$ cat config.mk
export PLATFORM = sky130hd
export DESIGN_NAME = gray_step_source
export DESIGN_NICKNAME = d
export VERILOG_FILES = /design/src/rtl/gray_step_source.sv
export SDC_FILE = /design/constraint.sdc
export NUM_CORES = 1
export LEC_CHECK = 0
export ABC_AREA = 1
export CAP_MARGIN = 20
export CELL_PAD_IN_SITES_DETAIL_PLACEMENT = 0
export CELL_PAD_IN_SITES_GLOBAL_PLACEMENT = 1
export CORE_MARGIN = 2
export CORE_UTILIZATION = 35
export DETAILED_ROUTE_END_ITERATION = 7
export GPL_ROUTABILITY_DRIVEN = 0
export MAX_ROUTING_LAYER = met4
export PLACE_DENSITY = 0.75
export SLEW_MARGIN = 20
export SYNTH_ARGS = -nofsm -noshare
export SYNTH_HDL_FRONTEND = slang
export SYNTH_SLANG_ARGS = --single-unit
$ cat constraint.sdc
create_clock -name clk -period 2.1 [get_ports clk]
set_clock_uncertainty 0.2 [all_clocks]
set_input_delay 0.42 -clock clk [delete_from_list [all_inputs] [get_ports clk]]
set_output_delay 0.42 -clock clk [all_outputs]
set_load 0.03 [all_outputs]
$ cat src/rtl/gray_step_source.sv
// Debounced pushbutton step source driving a 4-bit binary/Gray counter.
// Optional free-running auto-step is compiled in when AUTO_STEP_EN is defined.
module gray_step_source #(
  parameter int DEBOUNCE_CYCLES = 1000000,
  parameter int AUTO_PERIOD     = 50000000
) (
  input  logic       clk,
  input  logic       rst_n,
  input  logic       btn_step,
  input  logic       dir,
  input  logic       clr,
  input  logic       auto_en,
  output logic [3:0] gray,
  output logic [3:0] bin,
  output logic       step_pulse
);

  localparam logic [19:0] DB_LAST = 20'(DEBOUNCE_CYCLES - 1);

  logic [1:0]  btn_sync, dir_sync, clr_sync, auto_sync;
  logic        btn_s, dir_s, clr_s, auto_s;
  logic [19:0] db_cnt;
  logic        btn_stable, btn_stable_d;
  logic        btn_req, auto_req, step_req;
  logic [3:0]  bin_next;

  always_ff @(posedge clk or negedge rst_n) begin
    if (!rst_n) begin
      btn_sync  <= 2'b00;
      dir_sync  <= 2'b00;
      clr_sync  <= 2'b00;
      auto_sync <= 2'b00;
    end else begin
      btn_sync  <= {btn_sync[0], btn_step};
      dir_sync  <= {dir_sync[0], dir};
      clr_sync  <= {clr_sync[0], clr};
      auto_sync <= {auto_sync[0], auto_en};
    end
  end

  assign btn_s  = btn_sync[1];
  assign dir_s  = dir_sync[1];
  assign clr_s  = clr_sync[1];
  assign auto_s = auto_sync[1];

  // Debounce keeps running during clr so a press accepted then is simply lost.
  always_ff @(posedge clk or negedge rst_n) begin
    if (!rst_n) begin
      db_cnt       <= '0;
      btn_stable   <= 1'b0;
      btn_stable_d <= 1'b0;
    end else begin
      btn_stable_d <= btn_stable;
      if (btn_s == btn_stable) begin
        db_cnt <= '0;
      end else if (db_cnt == DB_LAST) begin
        db_cnt     <= '0;
        btn_stable <= ~btn_stable;
      end else begin
        db_cnt <= db_cnt + 20'd1;
      end
    end
  end

  assign btn_req = btn_stable & ~btn_stable_d;

`ifdef AUTO_STEP_EN
  localparam logic [25:0] AUTO_LAST = 26'(AUTO_PERIOD - 1);
  logic [25:0] auto_cnt;

  always_ff @(posedge clk or negedge rst_n) begin
    if (!rst_n) begin
      auto_cnt <= '0;
    end else if (!auto_s || clr_s || auto_cnt == AUTO_LAST) begin
      auto_cnt <= '0;
    end else begin
      auto_cnt <= auto_cnt + 26'd1;
    end
  end

  assign auto_req = auto_s & ~clr_s & (auto_cnt == AUTO_LAST);
`else
  assign auto_req = 1'b0;
`endif

  // Button and auto requests in the same cycle collapse into one step.
  assign step_req = btn_req | auto_req;
  assign bin_next = dir_s ? (bin - 4'd1) : (bin + 4'd1);

  always_ff @(posedge clk or negedge rst_n) begin
    if (!rst_n) begin
      bin        <= 4'd0;
      gray       <= 4'd0;
      step_pulse <= 1'b0;
    end else if (clr_s) begin
      bin        <= 4'd0;
      gray       <= 4'd0;
      step_pulse <= 1'b0;
    end else if (step_req) begin
      bin        <= bin_next;
      gray       <= bin_next ^ (bin_next >> 1);
      step_pulse <= 1'b1;
    end else begin
      step_pulse <= 1'b0;
    end
  end

endmodule
**Yosys cells after proc, flatten, opt, wreduce, memory -nomap -nowiden**

Cells that the tools add are included.

- Logic and storage cells: 30
- Output and inout port bits: 9
- Input bits: 6
- Bits in registers: 37

- Add/subtract/negate cells: 3
- Reduce and logical (&&, ||, !) cells: 2
- Bitwise operators: 5
- Eq/ne operators: 2
- Multiplexer cells: 9

Operators by type and width:

| cell | count |
|---|---|
| 2-to-1 mux 20 bit | 2 |
| adder 20 x 1 -> 20 bit, second input constant | 1 |
| == test 20 bit, second input constant | 1 |
| 2-to-1 mux 4 bit | 5 |
| adder 4 x 1 -> 4 bit, second input constant | 1 |
| subtractor 4 x 1 -> 4 bit, second input constant | 1 |
| bitwise XOR 4 x 3 -> 4 bit | 1 |
| NOT 1 bit | 3 |
| 2-to-1 mux 1 bit | 2 |
| AND reduction 2 bit | 1 |
| nonzero test 2 bit | 1 |
| bitwise AND 1 bit | 1 |
| == test 1 bit | 1 |

**Logic depth before layout (Yosys ltp)**

- Depth in word-level cells: 5
- Depth in mapped cells: 9
- Mapped depth without buffers: 9

**Least setup slack after synthesis**

OpenSTA, ideal clock, no wires.

- Kind: register to register
- Start point: register bin[0]
- End point: register gray[2]
- Setup time: 0.124 ns
- Arrival: 1.420 ns
- Slack: 0.355 ns
- Stages on the path, launching flop included: 6
- Buffers on the path: 0
- Cell sequence: dfrtp_1 > fa_1 > xor2_1 > nor2_1 > nand3_1 > nand3_1

- Cells in the longest elaborated chain, start to end: 5
- Elaborated cells between the ends (all ways): 6
- Those cells by class: add/sub (2); mux (3); bitwise (1)

RTL lines:

| what | line | source |
|---|---|---|
| start, declared | 14 | `output logic [3:0] bin,` |
| start signal, assigned | 100 | `bin <= bin_next;` |
| adder 4 x 1 -> 4 bit / subtractor 4 x 1 -> 4 bit (equally long branches) | 88 | `assign bin_next = dir_s ? (bin - 4'd1) : (bin + 4'd1);` |
| 2-to-1 mux 4 bit * | 88 |  |
| bitwise XOR 4 x 3 -> 4 bit * | 101 | `gray <= bin_next ^ (bin_next >> 1);` |
| 2-to-1 mux 4 bit * | 99 | `end else if (step_req) begin` |
| 2-to-1 mux 4 bit * | 95 | `end else if (clr_s) begin` |
| end signal, assigned | 101 |  |
| end, declared | 13 | `output logic [3:0] gray,` |

Every way passes the cells marked *; elsewhere a longest branch is shown, timed or not. The select of a mux whose other input is x is not followed.
A chain may end at the register's enable or synchronous reset.

**Final worst setup path**

- Start point: register bin[1]
- End point: output bin[1]

No word-level cell between the ends.

==> qor.csv <==
stage,metric,value,unit
drt,routed_wl,3340,µm
timing,rsz0062_at_grt,no,
timing,max_freq,0.497,GHz
drt,viasPerCell,4.48,
global_route,antenna_found_initial,0,
setup_path,crit_buf_inv,1,
floorplan,ios,15,
layout,final_nets,243,
setup_path,slowest_delay,0.69,ns
drt,drt_first_pass_iters,4,
power,p_leak,0.000960,µW
clock_network,cts-root-buf,clkbuf_8,
timing,worst_slew_pin_slew,0.425,ns
clock_network,clk_pin_slew,0.07,ns
setup_path,cp_max_fo,4,
power,power.density,638,nW/µm²
floorplan,rows,26,
layout,nFillCells,528,
clock_network,cts_tree,done,
clock_network,cts.sinks,36,
synth,synth_top_area_share,49.9,%
worst_hold_path,hold_path_class,register to register,
layout,area_growth_syn_to_layout,19.1,%
power,power.switching,295,µW
floorplan,die_h,75.8,µm
layout,fin_util,42.6,%
floorplan,core-area,5040,µm²
setup_path,cp.arrival,1.39,ns
power,vdd_ir_drop_max,0.270,mV
clock_network,clk_latency,0.29,ns
timing,finalHoldViolCount,0,
placement,hpwlAfterDp,2520,µm
drt,route.vias.total,1361,
global_route,grt_usage,14.5,%
synth,syn_inst,212,
timing,finalCritPeriodShare,95.8,%
synth,avgSynthCellArea,8.51,µm²
synth,seq_area_frac_synth,49.9,%
power,intPower,1080,µW
global_route,grt_pass1_wl,5960,µm
power,pwr-share-comb,4.3,%
setup_path,setup.worst_path.end_class,primary output,
job,cap_violations,0,
layout,antennaDiodeCount,0,
drt,drc,0,
synth,yosysWarnings,0,
global_route,grt_max_degree,20,
clock_network,cts_max_path_buffers,2,
setup_path,cp.required,1.48,ns
setup_path,critPathLaunchType,register,
drt,drtIter0Drc,23,
drt,avgRoutedWirePerCell,11.0,µm
synth,ys_top_cells_by_area,"dfrtp_1 50%, nand2_1 10%, nor2_1 8.7%, nand3_1 4.4%, xor2_1 4.4%",
setup_path,cp_num_cells,1,
floorplan,die_w,75.8,µm
global_route,grt_pass1_vias,1354,
power,clock_power_share,43.9,%
synth,synth_edf_count,0,
timing,tns,0,ns
synth,synthFlopType,dfrtp_1,
floorplan,start_util,35.8,%
synth,ys_async_sr_fraction,100,%
clock_network,post_cts_buffers,0,
setup_path,cp_cell_sequence,clkdlybuf4s50_1,
clock_network,h-tree-depth,2,
timing,relSlewSlack,71.7,%
setup_path,crit_type,register to primary output,
power,sequentialPowerShare,51.8,%
synth,syn_nets,222,
worst_hold_path,holdPathStages,0,
clock_network,cts_buffers,5,
setup_path,cp_top_family,buffers and inverters,
layout,drive_above_1_share,9.83,%
floorplan,die_area,5740,µm²
synth,synth_cell_types,27,
layout,register_area,901,µm²
placement,port-buffer-count,13,
run_status,outcome,finished clean,
timing,period_needed,2.01,ns
setup_path,worstRegToRegCells,8,
timing,final-max-slew-violation-count,0,
synth,synthesis.area,1800,µm²
power,switching_share,21.5,%
global_route,overflow,0,
power,power,1370,µW
timing,finalSetupViolCount,0,
drt,ant_nets,0,
setup_path,cp_slowest_cell,clkdlybuf4s50_1,
layout,multiInputGateArea,813,µm²
synth,synth_top_area_cell,dfrtp_1,
synth,synth-seq-cells,36,
[cell usage in the layout, fill, tap and decap left out]
master	instances
a21oi_1	3
nand3_1	16
nand2_1	49
xnor2_1	6
clkinv_2	1
nand4_1	1
clkinv_1	1
clkdlybuf4s50_1	11
buf_2	1
ha_1	3
buf_12	1
dlygate4sd3_1	1
inv_1	20
nor3_1	2
o21ai_0	5
xor2_1	9
nor2_1	42
inv_2	1
nor2_4	2
clkinvlp_4	1
nand2_4	1
dlygate4sd2_1	1
nand3b_1	1
a22o_1	1
fa_1	1
nand2_2	3
o211ai_1	1
nor2_2	3
bufinv_16	1
o21bai_1	1
nand3_2	1
dfrtp_1	36
nand3_4	1
nor3_4	1
clkbuf_8	5
[power by group through the flow]
stage,Sequential (µW),Clock [µW],Combinational [µW]
floorplan,723,0,26.6
CTS,710,628,61.0
global placement,724,0,58.9
global route,711,645,67.0
finish,710,602,58.8
detailed placement,724,0,59.2
[path summary, 6_finish.rpt]
| kind | startpoint | endpoint | slack, ns |
|---|---|---|---|
| worst max-delay path | bin[1]$_DFFE_PN0P_ | bin[1] | 0.09 |
| worst max register to register | db_cnt[0]$_DFF_PN0_ | db_cnt[17]$_DFF_PN0_ | 0.34 |
| max in group asynchronous | rst_n | db_cnt[13]$_DFF_PN0_ | 0.85 |
| min in group asynchronous | rst_n | btn_sync[0]$_DFF_PN0_ | 0.40 |
| worst min register to register | clr_sync[0]$_DFF_PN0_ | clr_sync[1]$_DFF_PN0_ | 0.15 |
| worst min-delay path | clr_sync[0]$_DFF_PN0_ | clr_sync[1]$_DFF_PN0_ | 0.15 |
[routing by layer]
metal,GRT usage [%],share of wire [%],vias up
li1,-,-,702
met3,4.23,4.2,4
met1,17.6,49,632
met4,5.85,1.3,0
met5,-,0,-
met2,22.7,46,23
[cell type report]
cell class	count	area share, %
well taps	70	4.07
repair buffers	15	7.16
inverters	22	3.84
flip-flops and latches	36	41.9
clock buffers	5	3.20
clock inverters	3	1.98
multi-input cells	153	37.8
[cells in the mapped netlist (2+ instances only)]
master    n
nor3_1    2
nand3_1  16
o21ai_0   5
xnor2_1   6
nor2_1   42
nand2_1  49
nand2_2   3
nor2_2    3
xor2_1    9
dfrtp_1  36
nor2_4    2
a21oi_1   3
ha_1      3
inv_1    20
[what timing repair did]
item / in CTS / in global routing
hold buffers: 1 / 0
resized for setup: 1 / 0
endpoints found under the hold margin: 17 / 0
setup endpoints to repair: 1 / 0
[state kept, by name (all words and copies together), names as in the netlist]
name          flops
bin               3
dir_sync          2
btn_sync          2
gray              4
clr_sync          2
btn_stable_d      1
db_cnt           20
btn_stable        1
step_pulse        1
[per-stage QoR]
step,std cells,instance area (µm²),hold slack [ns],setup slack (ns)
floorplan,212,1800,-0.0756,0.355
global placement,295,2030,0.134,0.330
detailed placement,295,2030,0.136,0.298
CTS,304,2150,0.153,0.0671
global route,304,2150,0.159,0.0136
finish,304,2150,0.151,0.0876
[cells by family after synthesis]
| logic type | synth area share, % |
|---|---|
| AND/OR/NAND/NOR | 31.1 |
| flip-flops | 49.9 |
| adder cells (fa/ha/maj) | 3.19 |
| buffers and inverters | 4.99 |
| XOR/XNOR | 7.28 |
| AO/OA/AOI/OAI | 3.54 |
Power figures use the tool's default switching activity.
